## src/rtl/fft_pkg.sv

```systemverilog
// ----------------------------------------------------------------------------
// | fft_pkg: shared state encoding, default sizes and width helpers           |
// | Revision: 1.0                                                             |
// ----------------------------------------------------------------------------
`default_nettype none

package fft_pkg;

  localparam int unsigned FFT_N_DEFAULT     = 16;
  localparam int unsigned FFT_LOG2N_DEFAULT = 4;
  localparam int unsigned FFT_STATE_W       = 3;

  typedef enum logic [FFT_STATE_W-1:0] {
    ST_IDLE  = 3'd0,
    ST_ISSUE = 3'd1,
    ST_RUN   = 3'd2,
    ST_DRAIN = 3'd3,
    ST_NEXT  = 3'd4,
    ST_DONE  = 3'd5
  } fft_state_e;

  // Bits needed to hold 0..max_val, never less than one.
  function automatic int unsigned fft_cnt_w(input int unsigned max_val);
    return (max_val < 1) ? 1 : $clog2(max_val + 1);
  endfunction

  function automatic int unsigned fft_stg_w(input int unsigned log2n);
    return fft_cnt_w(log2n);
  endfunction

endpackage

`default_nettype wire

```

## src/rtl/fft_drain_timer.sv

```systemverilog
// ----------------------------------------------------------------------------
// | fft_drain_timer: loadable down-counter with a zero flag                   |
// | Revision: 1.0                                                             |
// ----------------------------------------------------------------------------
`default_nettype none

module fft_drain_timer #(
  parameter int unsigned W = 2
) (
  input  logic         clk,
  input  logic         rst,
  input  logic         load,
  input  logic [W-1:0] load_val,
  input  logic         en,
  output logic         zero
);

  logic [W-1:0] cnt_q;
  logic [W-1:0] cnt_d;

  // Load wins over counting; the counter parks at zero.
  always_comb begin
    cnt_d = cnt_q;
    if (load) begin
      cnt_d = load_val;
    end else if (en && (cnt_q != '0)) begin
      cnt_d = cnt_q - W'(1);
    end
  end

  always_ff @(posedge clk) begin
    if (rst) begin
      cnt_q <= '0;
    end else begin
      cnt_q <= cnt_d;
    end
  end

  assign zero = (cnt_q == '0);

endmodule

`default_nettype wire

```

## src/rtl/fft_stage_sequencer.sv

```systemverilog
// ----------------------------------------------------------------------------
// | fft_stage_sequencer: per-stage scheduler of the in-place radix-2 FFT      |
// | Optional watchdog: define FFT_SEQ_TIMEOUT_EN.   Revision: 1.0             |
// ----------------------------------------------------------------------------
`default_nettype none

module fft_stage_sequencer
  import fft_pkg::*;
#(
  parameter int unsigned N        = FFT_N_DEFAULT,
  parameter int unsigned LOG2N    = FFT_LOG2N_DEFAULT,
  parameter int unsigned STG_W    = 3,
  parameter int unsigned PIPE_LAT = 4,
  parameter int unsigned TMO_W    = 12
) (
  input  logic             clk,
  input  logic             rst,
  input  logic             start,
  input  logic             stage_last,
  output logic             start_stage,
  output logic [STG_W-1:0] stage_idx,
  output logic             bank_sel,
  output logic             busy,
  output logic             done,
  output logic             err
);

  localparam int unsigned      DRN_W      = fft_cnt_w(PIPE_LAT - 1);
  localparam logic [DRN_W-1:0] DRAIN_LOAD = DRN_W'(PIPE_LAT - 1);
  localparam logic [STG_W-1:0] LAST_STAGE = STG_W'(LOG2N);

  if ((N != (1 << LOG2N)) || (LOG2N < 2) || (STG_W < fft_stg_w(LOG2N)) ||
      (PIPE_LAT < 1) || (TMO_W < 1)) begin : g_param_check
    $error("fft_stage_sequencer: inconsistent parameter set");
  end

  fft_state_e       state_q, state_d;
  logic [STG_W-1:0] stage_idx_q, stage_idx_d;
  logic             bank_sel_q, bank_sel_d;
  logic             busy_q, busy_d;
  logic             start_acc_q, start_acc_d;
  logic             stage_last_q, stage_last_d;

  logic             last_ev;
  logic             drain_load;
  logic             drain_zero;
  logic             tmo_expire;

  assign last_ev = stage_last & ~stage_last_q;

  fft_drain_timer #(
    .W (DRN_W)
  ) u_drain_timer (
    .clk      (clk),
    .rst      (rst),
    .load     (drain_load),
    .load_val (DRAIN_LOAD),
    .en       (state_q == ST_DRAIN),
    .zero     (drain_zero)
  );

  always_comb begin
    state_d      = state_q;
    stage_idx_d  = stage_idx_q;
    bank_sel_d   = bank_sel_q;
    busy_d       = busy_q;
    drain_load   = 1'b0;
    stage_last_d = stage_last;
    // Start is only captured while idle, so a pulse in DONE or mid-run is dropped.
    start_acc_d  = start & (state_q == ST_IDLE);

    unique case (state_q)
      ST_IDLE: begin
        if (start_acc_q) begin
          state_d     = ST_ISSUE;
          stage_idx_d = STG_W'(1);
          bank_sel_d  = 1'b0;
          busy_d      = 1'b1;
        end
      end
      ST_ISSUE: state_d = ST_RUN;
      ST_RUN: begin
        if (last_ev) begin
          state_d    = ST_DRAIN;
          drain_load = 1'b1;
        end else if (tmo_expire) begin
          state_d     = ST_IDLE;
          stage_idx_d = '0;
          busy_d      = 1'b0;
        end
      end
      ST_DRAIN: begin
        if (drain_zero) begin
          state_d = ST_NEXT;
        end
      end
      ST_NEXT: begin
        bank_sel_d = ~bank_sel_q;
        if (stage_idx_q == LAST_STAGE) begin
          state_d     = ST_DONE;
          stage_idx_d = '0;
          busy_d      = 1'b0;
        end else begin
          state_d     = ST_ISSUE;
          stage_idx_d = stage_idx_q + STG_W'(1);
        end
      end
      ST_DONE: state_d = ST_IDLE;
      default: begin
        state_d     = ST_IDLE;
        stage_idx_d = '0;
        busy_d      = 1'b0;
      end
    endcase
  end

  always_ff @(posedge clk) begin
    if (rst) begin
      state_q      <= ST_IDLE;
      stage_idx_q  <= '0;
      bank_sel_q   <= 1'b0;
      busy_q       <= 1'b0;
      start_acc_q  <= 1'b0;
      stage_last_q <= 1'b0;
    end else begin
      state_q      <= state_d;
      stage_idx_q  <= stage_idx_d;
      bank_sel_q   <= bank_sel_d;
      busy_q       <= busy_d;
      start_acc_q  <= start_acc_d;
      stage_last_q <= stage_last_d;
    end
  end

`ifdef FFT_SEQ_TIMEOUT_EN
  logic [TMO_W-1:0] tmo_q, tmo_d;
  logic             err_q, err_d;

  // Counter restarts every time RUN is entered; reaching all-ones aborts the frame.
  always_comb begin
    tmo_d = (state_q == ST_RUN) ? (tmo_q + TMO_W'(1)) : '0;
    err_d = err_q | ((state_q == ST_RUN) & ~last_ev & tmo_expire);
  end

  assign tmo_expire = (state_q == ST_RUN) && (tmo_d == '1);

  always_ff @(posedge clk) begin
    if (rst) begin
      tmo_q <= '0;
      err_q <= 1'b0;
    end else begin
      tmo_q <= tmo_d;
      err_q <= err_d;
    end
  end

  assign err = err_q;
`else
  assign tmo_expire = 1'b0;
  assign err        = 1'b0;
`endif

  assign start_stage = (state_q == ST_ISSUE);
  assign done        = (state_q == ST_DONE);
  assign stage_idx   = stage_idx_q;
  assign bank_sel    = bank_sel_q;
  assign busy        = busy_q;

endmodule

`default_nettype wire

```

## config.mk

```make
export PLATFORM = sky130hd
export DESIGN_NAME = fft_stage_sequencer
export DESIGN_NICKNAME = d
export VERILOG_FILES = /design/src/rtl/fft_pkg.sv /design/src/rtl/fft_drain_timer.sv /design/src/rtl/fft_stage_sequencer.sv
export SDC_FILE = /design/constraint.sdc
export NUM_CORES = 1
export LEC_CHECK = 0
export ABC_CLOCK_PERIOD_IN_PS = 1200
export BUFFER_PORTS_ARGS = -buffer_cell sky130_fd_sc_hd__buf_2
export CAP_MARGIN = 10
export CORE_MARGIN = 2
export CORE_UTILIZATION = 40
export DETAILED_ROUTE_END_ITERATION = 12
export SLEW_MARGIN = 20
export SYNTH_ARGS = -nofsm -noshare
export SYNTH_HDL_FRONTEND = slang
export SYNTH_HIERARCHICAL = 1
export SYNTH_SLANG_ARGS = --single-unit
```

## constraint.sdc

```tcl
create_clock -name clk -period 1.2 [get_ports clk]
set_input_delay 0.06 -clock clk [delete_from_list [all_inputs] [get_ports clk]]
set_output_delay 0.06 -clock clk [all_outputs]
set_load 0.005 [all_outputs]
```

==> results of run 1 <==
## sequential cells by signal (all words and copies together), names as in the netlist
signal	count
state_q	3
start_acc_q	1
stage_idx	3
u_drain_timer/cnt_q	2
busy	1
bank_sel	1
stage_last_q	1
## cell families (layout without fill, tap and decap cells)
| logic type | Yosys count | in the layout |
|---|---|---|
| and+or+nand+nor | 34 | 34 |
| AOI/OAI and AO/OA | 16 | 16 |
| buffers and inverters | 13 | 43 |
| DFF | 12 | 12 |
| adders and majority gates | 3 | 3 |
| other | 2 | 3 |
| xor gates and xnor gates | 1 | 1 |
| muxes | 1 | 1 |
## cells in the final DEF (no fill, tap or decap), types with 2 or more instances in the layout
cell type,instances
buf_6,4
dfxtp_4,2
nand2b_1,2
conb_1,3
clkbuf_4,3
nand3b_1,2
o21ai_1,2
dfxtp_1,9
nor2_1,10
a21oi_1,5
inv_1,6
and3_1,2
inv_2,2
ha_1,3
nand2_1,3
buf_4,16
buf_2,10
## how the worst max path moves through the flow
stage,start,end,slack [ps],cells after the start
after floorplan,state_q[2]$_SDFFE_PP0P_,u_drain_timer/cnt_q[1]$_SDFFE_PP0P_,3,7
after global placement,state_q[1]$_SDFFE_PP0P_,u_drain_timer/cnt_q[0]$_SDFFE_PP0P_,-60,5
after detailed placement,state_q[1]$_SDFFE_PP0P_,u_drain_timer/cnt_q[1]$_SDFFE_PP0P_,-50,6
after CTS,state_q[1]$_SDFFE_PP0P_,done,-50,5
after global routing,state_q[0]$_SDFFE_PP0P_,stage_idx[0]$_SDFFE_PP0P_,-120,6
final,state_q[0]$_SDFFE_PP0P_,stage_idx[0]$_SDFFE_PP0P_,-70,6
## Yosys cell counts
master	number	share of area, %
mux2i_1	1	1.5
clkbuf_1	1	0.54
or3_4	1	1.6
buf_2	2	1.5
nor2b_1	1	0.91
conb_1	2	1.1
a32o_1	1	1.5
nor2b_4	1	2.0
buf_6	1	1.6
nand3b_1	2	2.2
ha_1	3	5.4
and3_1	3	2.7
nor2_2	1	0.91
nor2_1	11	6.0
o21ai_0	2	1.5
nor3b_1	1	1.1
o221a_2	1	1.6
nor4b_1	1	1.3
nor3_2	2	2.9
inv_1	7	3.8
xnor2_1	1	1.3
a21oi_1	5	3.6
a31oi_1	1	0.91
nand3_2	1	1.5
a211oi_1	1	1.1
o211ai_1	1	1.1
inv_2	1	0.54
dfxtp_1	12	35
buf_4	1	1.1
o32a_1	1	1.5
a21oi_2	1	1.3
nand2b_1	3	2.7
nand2_1	4	2.2
nor4_1	1	0.91
a22oi_1	1	1.1
a211oi_2	1	1.8
and2b_1	1	1.1
## through the flow
stage / instance area (sq um) / TNS (ps) / hold slack, ps
6_report: 999.7 / -115.9 / 21.07
5_1_grt: 999.7 / -492.2 / 34.57
4_1_cts: 912.1 / -126.3 / 5.164
3_5_place_dp: 822.0 / -123.9 / 290.4
3_3_place_gp: 822.0 / -137.7 / 281.8
2_1_floorplan: 694.4 / 0 / 124.6
## layer usage
layer | share of wire, % | wire, microns
met1 | 48 | 775
met2 | 46 | 739
met3 | 4.9 | 78
met4 | 0.62 | 10
met5 | 0 | 0
## power by group through the flow
stage / registers (mW) / clock network [mW] / logic (mW)
after floorplan: 0.443 / 0 / 0.127
after global placement: 0.449 / 0 / 0.188
after detailed placement: 0.450 / 0 / 0.187
after CTS: 0.442 / 0.334 / 0.208
after global routing: 0.441 / 0.359 / 0.277
final: 0.437 / 0.322 / 0.254
## cell type report
cell class                      instances  area share, %
Tap cell                               16          2.003
Sequential cell                        12          24.91
Inverter                                8          3.004
Clock buffer                            4          3.630
Timing Repair Buffer                   31          22.53
Multi-Input combinational cell         58          43.93
## critical path, cell delays in order (launching register included)
cell     delay, ps
dfxtp_4        360
buf_6          130
buf_6          110
nor4b_4        280
nand2_1        110
o221a_2        140
nor2_1          70
## what timing repair did
| action | in CTS | in global routing |
|---|---|---|
| gates resized for setup | 9 | 12 |
| pin swaps | 2 | 6 |
| endpoints found under the setup margin | 9 | 11 |
| hold buffers | 0 | 1 |
| buffers inserted | 3 | 5 |
| hold endpoints to repair | 0 | 1 |
==> flow_summary.yaml, run 1 <==
run_status:
  outcome: "finished with violations"
  violations: "negative setup slack"
sta:
  finalCriticalPeriod_ps: 1275
  hold_viol: 0
  finalWorstSetupSlack_ps: -74.58
  min_period_over_period_pct: 106.2
  report.final.slew_viol_count: 0
  rsz0062_at_grt: "true"
  finClkSkew_ps: 8.709
  setup_violations: 2
  max_clock_freq_mhz: 784.6
power_and_ir_drop:
  leakage_nw: 0.4370
  pwr-share-clk_pct: 31.8
  swShare_pct: 26.41
  p_comb_share_pct: 25.0
  finalPower_mw: 1.013
  power_frac_seq_pct: 43.2
  power.internal_mw: 0.7455
  switchingPower_mw: 0.2676
  p_per_area_nw_per_um2: 1013
  peakVddDrop_v: 0.0007809
logic_synthesis:
  synth_compound_area_share_pct: 16.88
  synth_cell_types: 37
  syn_area_sq_um: 689.4
  synth-xor-area-share_pct: 1.270
  yosys_warnings: 6
  synth-seq-cells: 12
  yosysSeqAreaShare_pct: 34.85
  synthAdderAreaFrac_pct: 5.445
  synth-simple-area-share_pct: 29.95
  muxShareOfSynthArea_pct: 1.452
  postSynthCellCount: 82
  syn_area_per_cell_sq_um: 8.407
  synth_top_family_by_area: "simple AND/OR/NAND/NOR gates"
route:
  antenna_left: 0
  drt_iter0_drc: 2
  drt_pass1_iterations: 4
  via_count: 644
  drc: 0
  drt_wl_total_mm: 1.603
  wire_per_inst_microns: 12.43
  vias_per_cell: 4.992
global_routing:
  gr-usage-met3_pct: 5.952
  grt_pass1_vias: 533
  antenna_found_initial: 0
  busiest_layer: "met2"
  grt_util_met2_pct: 23.10
  grt_max_degree: 13
  overflow: 0
  use_met1_pct: 21.01
  grt_first_pass_wirelength_mm: 2.325
  track_usage_pct: 15.74
clock_network:
  cts_buffers: 3
  cts_tree: "done"
  clock-root-buffer: "clkbuf_4"
  cts_sinks: 12
  clk_pin_slew_ps: 80
  cts-htree-levels: 1
  cts.path.max_buffers: 2
  clk_latency_ps: 270
floorplanning:
  start_util_pct: 44.22
  io_pins: 12
  dieWidth_microns: 45.52
  dieArea_sq_um: 2072
  dieHeight_microns: 45.52
  coreArea_sq_um: 1559
  rows: 14
placed_design:
  gp_congestion: 0.7751
  io_buffers: 10
  place_hpwl_microns: 973.5
  place_inst: 116
  pre_cts_ws_ps: -51.00
min_path:
  worstHoldPathCells: 2
  hold_path.class: "in -> reg"
  hold_path_end: "stage_last_q$_SDFF_PP0_"
  hold_start: "stage_last"
final_layout:
  final_cells: 129
  areaGrowthSynthToFinish_pct: 45.01
  fin_nets: 121
  drive_gt1_share_pct: 47.79
  fillCellCount: 135
  antenna_cells: 0
  multi_input_area_sq_um: 439.2
  register_area_sq_um: 249.0
  utilization_pct: 64.13
worst_setup_path:
  endpoint_kind: "register"
  r2r_end: "stage_idx[0]$_SDFFE_PP0P_"
  path_class: "reg -> reg"
  ff2ff_path_depth: 6
  rr_startpoint: "state_q[0]$_SDFFE_PP0P_"
  r2r_setup_slack_ps: -70
  cp.required_ps: 1420
  critPathArrivalTime_ps: 1490
  worst_setup_path_start_kind: "register"
  worstPathMaxFanout: 4
run:
  drv_cap: 0
Note: power is estimated with default switching activity, not from simulation.
==> run 2: changes to the inputs <==
Settings changed: RECOVER_POWER from default to 100.
==> run 2 against run 1 <==
Against the previous run:
- clock skew is essentially flat
- the flow still finishes with violations (negative setup slack)
- critical path type unchanged
- sequential share of layout area up 0.062 points
- largest power group unchanged
- first-iteration DRC count is the same
==> flow_summary.yaml, run 2 (synthesis gave the netlist of run 1 again) <==
global_routing:
  grt_pass1_vias: 533
  overflow: 0
  grt_first_pass_wirelength_mm: 2.325
  grt_max_degree: 13
  track_usage_pct: 15.74
  antenna_found_initial: 0
route:
  drt_pass1_iterations: 4
  drt_iter0_drc: 2
  drt_wl_total_mm: 1.604
  wire_per_inst_microns: 12.43
  drc: 0
  antenna_left: 0
  via_count: 644
  vias_per_cell: 4.992
run:
  drv_cap: 0
final_layout:
  final_cells: 129
  fin_nets: 121
  fillCellCount: 131
  antenna_cells: 0
  layout.cells.most_common_list: "buf_4 (15), nor2_1 (10), dfxtp_1 (10)"
  layout_commonest_cell: "buf_4"
  drive_gt1_share_pct: 44.25
  areaGrowthSynthToFinish_pct: 43.92
clock_network:
  cts.path.max_buffers: 2
  cts_tree: "done"
  clock-root-buffer: "clkbuf_4"
  clk_pin_slew_ps: 80
  clk_latency_ps: 270
  cts_buffers: 3
  cts_sinks: 12
  cts-htree-levels: 1
placed_design:
  pre_cts_ws_ps: -51.00
  place_inst: 116
  io_buffers: 10
  gp_congestion: 0.7751
  place_hpwl_microns: 973.5
worst_setup_path:
  endpoint_kind: "register"
  worstPathMaxFanout: 4
  cp.required_ps: 1420
  critPathArrivalTime_ps: 1490
  critPathSlowestCell: "dfxtp_4"
  worst_setup_path_start_kind: "register"
  worstPathCellList: "buf_6 > buf_6 > nor4b_4 > nand2_1 > o221a_2 > nor2_1"
  crit_top_cell: "buf_6"
  max_stage_delay_ps: 360
  path_class: "reg -> reg"
sta:
  setup_violations: 4
  slew-limit-headroom_pct: 58.72
  worstMarginPinSlew_ps: 619.2
  max_clock_freq_mhz: 784.4
  hold_viol: 0
  finalWorstSetupSlack_ps: -74.86
  rsz0062_at_grt: "true"
  min_period_over_period_pct: 106.2
  finalCriticalPeriod_ps: 1275
  finClkSkew_ps: 8.521
  report.final.slew_viol_count: 0
run_status:
  outcome: "finished with violations"
  violations: "negative setup slack"
floorplanning:
  dieArea_sq_um: 2072
  io_pins: 12
  coreArea_sq_um: 1559
  rows: 14
  dieWidth_microns: 45.52
  dieHeight_microns: 45.52
  start_util_pct: 44.22
power_and_ir_drop:
  p_per_area_nw_per_um2: 1020
  leakage_nw: 0.4252
  peakVddDrop_v: 0.0007819
min_path:
  hold_path.class: "in -> reg"
[run 2: cell types whose count changed in the layout (fill, tap and decap cells not counted), sizes merged]
cell | before | now
buf | 30 | 27
clkbuf | 4 | 7
[run 2: final cells by class]
cell class	count	area (sq um)	share of cell area, %
Multi-Input combinational cell	58	439.2	44.26
Inverter	8	30.03	3.026
Sequential cell	12	247.7	24.97
Clock buffer	4	36.28	3.657
Tap cell	16	20.02	2.018
Timing Repair Buffer	31	219.0	22.07
[run 2: where the power goes]
| part | internal, mW | total [mW] | switching, mW |
|---|---|---|---|
| logic | 0.141 | 0.253 | 0.112 |
| clock network | 0.184 | 0.322 | 0.138 |
| registers | 0.419 | 0.437 | 0.0177 |
| total | 0.744 | 1.01 | 0.268 |
[run 2: worst paths after layout]
path	from	end	slack [ps]	depth (start not counted)
setup / recovery	state_q[0]$_SDFFE_PP0P_	stage_idx[0]$_SDFFE_PP0P_	-70	6
hold / removal	stage_last	stage_last_q$_SDFF_PP0_	20	2
setup reg to reg	state_q[0]$_SDFFE_PP0P_	stage_idx[0]$_SDFFE_PP0P_	-70	6
hold reg to reg	bank_sel$_SDFFE_PP0P_	bank_sel$_SDFFE_PP0P_	520	2
[run 2: metal layers]
metal | GRT usage (%) | wire [microns] | up-vias | share of wire [%]
li1 | - | - | 341 | -
met1 | 21.01 | 775 | 285 | 48
met2 | 23.10 | 739 | 16 | 46
met3 | 5.952 | 79 | 2 | 4.9
met4 | 5.294 | 10 | 0 | 0.62
met5 | 0 | 0 | - | 0
[run 2: through the flow]
| stage | total power, mW | utilization, % | hold WS [ps] | cell area (sq um) | setup TNS (ps) |
|---|---|---|---|---|---|
| global route | 1.075 | 63.64 | 34.57 | 992.2 | -595.6 |
| global placement | 0.6368 | 52.73 | 281.8 | 822.0 | -137.7 |
| detailed placement | 0.6372 | 52.73 | 290.4 | 822.0 | -123.9 |
| finish | 1.012 | 63.64 | 21.07 | 992.2 | -142.9 |
| floorplan | 0.5701 | - | 124.6 | 694.4 | 0 |
| CTS | 0.9844 | 58.51 | 5.164 | 912.1 | -126.3 |
[run 2: repair_timing]
action,4_1_cts,5_1_grt
hold buffers,0,1
setup endpoints to repair,9,11
endpoints found under the hold margin,0,1
gates resized for setup,9,12
pin swaps,2,6
cloned,0,0
buffers inserted,3,5
[run 2: worst max-delay path, delay by kind of cell, from the launching register on]
family / cells / cell delay (ps)
AOI/OAI and AO/OA: 1 / 140
buffers and inverters: 2 / 240
DFF: 1 / 360
and+or+nand+nor: 3 / 460
==> run 3: changes to the inputs <==
Settings changed: ABC_AREA from default to 1, RECOVER_POWER 100 to 25.
==> run 3 against run 2 <==
Against the previous run:
- the run now ends clean
- global-route usage decreased by 1.4 points
- sequential cell count unchanged
- clock skew decreased by 2.4 ps
- clock power decreased by 23%
- via count increased by 2.2%
- critical endpoint is now state_q[0]$_SDFFE_PP0P_
- largest cell class unchanged
- highest routed layer unchanged
==> flow_summary.yaml, run 3 <==
sta:
  finClkSkew_ps: 6.109
  min_period_over_period_pct: 92.91
  hold_viol: 0
  setup_violations: 0
  max_clock_freq_mhz: 896.9
  finalCriticalPeriod_ps: 1115
  rsz0062_at_grt: "true"
  report.final.slew_viol_count: 0
  finalSetupTns_ps: 0
worst_setup_path:
  rr_startpoint: "state_q[2]$_SDFFE_PP0P_"
  r2r_end: "state_q[0]$_SDFFE_PP0P_"
  critPathSlowestCell: "dfxtp_2"
  worstPathMaxFanout: 6
  critPathArrivalTime_ps: 1270
  path_class: "reg -> reg"
  crit_end: "state_q[0]$_SDFFE_PP0P_"
  ff2ff_path_depth: 5
  worst_setup_path_start_kind: "register"
  worstPathCellList: "buf_4 > inv_4 > nand3_4 > a31oi_1 > nor2_1"
  r2r_setup_slack_ps: 90
  max_stage_delay_ps: 340
  endpoint_kind: "register"
  cp.required_ps: 1360
  worstSetupStartpoint: "state_q[2]$_SDFFE_PP0P_"
floorplanning:
  dieHeight_microns: 44.91
  rows: 14
  dieWidth_microns: 44.91
  start_util_pct: 43.43
  dieArea_sq_um: 2017
  coreArea_sq_um: 1541
  io_pins: 12
power_and_ir_drop:
  p_per_area_nw_per_um2: 1776
  leakage_nw: 0.4459
  peakVddDrop_v: 0.001061
  finalPower_mw: 1.525
clock_network:
  cts_buffers: 3
  cts_sinks: 12
  clock-root-buffer: "clkbuf_4"
  cts.path.max_buffers: 2
  cts-htree-levels: 1
  cts_tree: "done"
  post_cts_buffers: 0
  clk_latency_ps: 270
  clk_pin_slew_ps: 70
placed_design:
  place_hpwl_microns: 975
  gp_congestion: 0.8265
  io_buffers: 10
  place_inst: 136
logic_synthesis:
  postSynthCellCount: 106
  synthFlopType: "dfxtp_1"
  yosysSeqAreaShare_pct: 35.89
  synth_edf_count: 0
  synth_area_leader_cell: "dfxtp_1"
  yosys.area.top_type_share_pct: 35.89
  synth.most_common_cell: "nand2_1"
  synth-seq-cells: 12
  async_reset_ff_share_pct: 0
  syn_area_sq_um: 669.4
  synth_commonest_cells: "nand2_1 (29), inv_1 (18), nor2_1 (16)"
  syn_area_per_cell_sq_um: 6.315
  yosys_warnings: 6
  synth_cell_types: 18
  ys_top_cells_by_area: "dfxtp_1 (36%), nand2_1 (16%), inv_1 (10%), nor2_1 (9.0%), ha_1 (5.6%)"
final_layout:
  layout_commonest_cell: "nand2_1"
  areaGrowthSynthToFinish_pct: 28.22
  fin_nets: 132
  final_cells: 139
  utilization_pct: 55.68
  antenna_cells: 0
  layout.cells.most_common_list: "nand2_1 (25), inv_1 (17), nor2_1 (10), buf_2 (10), dfxtp_1 (8)"
  drive_gt1_share_pct: 30.89
route:
  via_count: 658
  wire_per_inst_microns: 9.928
  drt_iter0_drc: 6
  drt_pass1_iterations: 4
  drc: 0
  antenna_left: 0
  drt_wl_total_mm: 1.380
  vias_per_cell: 4.734
global_routing:
  grt_max_degree: 9
  overflow: 0
  grt_pass1_vias: 509
  grt_first_pass_wirelength_mm: 2.090
  antenna_found_initial: 0
  track_usage_pct: 14.33
run_status:
  outcome: "complete, no violations"
min_path:
  hold_path.class: "in -> reg"
run:
  drv_cap: 0
[run 3: cell types whose count changed in the layout (fill, tap and decap cells not counted), sizes merged, moves of 2 or more]
| cell | before | now |
|---|---|---|
| nand2 | 4 | 29 |
| buf | 27 | 13 |
| inv | 8 | 20 |
| nor2 | 12 | 18 |
| nand3 | 1 | 6 |
| clkbuf | 7 | 3 |
| and3 | 3 | 0 |
| nand2b | 3 | 0 |
| a211oi | 2 | 0 |
| nand3b | 2 | 0 |
| nor2b | 2 | 0 |
| o21ai | 2 | 4 |
[run 3: kinds of logic (layout without fill, tap and decap cells)]
group                      Yosys count  after routing  synth area share (%)
DFF                                 12             12                 35.89
buffers and inverters               21             37                 12.34
AOI/OAI and AO/OA                   12             12                 9.346
other                                2              3                 1.122
adders and majority gates            3              3                 5.608
and+or+nand+nor                     56             56                 35.70
[run 3: per-stage QoR]
step	hold WS, ps	area [sq um]	setup slack, ps
global placement	278.5	765.7	-6.115
CTS	10.45	794.5	12.72
finish	13.92	858.3	85.10
global route	17.38	858.3	-9.851
detailed placement	284.3	765.7	-69.35
floorplan	129.1	673.1	18.71
[run 3: power breakdown]
| group | total [mW] | internal [mW] | switching [mW] |
|---|---|---|---|
| sequential | 0.551 | 0.483 | 0.0687 |
| clock | 0.247 | 0.116 | 0.131 |
| combinational | 0.726 | 0.284 | 0.442 |
[run 3: area by class of cell]
type | instances | area (sq um)
repair buffers | 14 | 86.33
fillers | 172 | 683.2
clock buffers | 3 | 22.52
multi-input cells | 74 | 406.6
well taps | 16 | 20.02
inverters | 20 | 77.57
flip-flops and latches | 12 | 245.2
[run 3: routing by layer]
| metal | part of all wire (%) | wire [microns] | global-route usage (%) |
|---|---|---|---|
| met3 | 4.0 | 55 | 6.000 |
| met5 | 0 | 0 | 0 |
| met2 | 48 | 658 | 23.48 |
| met1 | 47 | 648 | 16.71 |
| met4 | 1.4 | 19 | 5.294 |
[run 3: worst min-delay path by stage]
stage / from / endpoint / cells past startpoint
4_1_cts: start / start_acc_q$_SDFF_PP0_ / 3
3_3_place_gp: stage_last / stage_last_q$_SDFF_PP0_ / 3
5_1_grt: start / start_acc_q$_SDFF_PP0_ / 3
6_report: start / start_acc_q$_SDFF_PP0_ / 3
3_5_place_dp: stage_last / stage_last_q$_SDFF_PP0_ / 3
2_1_floorplan: rst / stage_idx[0]$_SDFFE_PP0P_ / 1
[run 3: worst max-delay path: cells and delay by family (launching register included)]
| family | cells | cell delay [ps] |
|---|---|---|
| flip-flops | 1 | 340 |
| buffers and inverters | 2 | 260 |
| AO/OA/AOI/OAI | 1 | 230 |
| AND/OR/NAND/NOR | 2 | 170 |
[run 3: timing repair]
action / in CTS / in global routing
pin swaps: 0 / 4
hold endpoints to repair: 1 / 0
setup endpoints to repair: 4 / 10
resized for setup: 3 / 21
hold buffers: 1 / 0
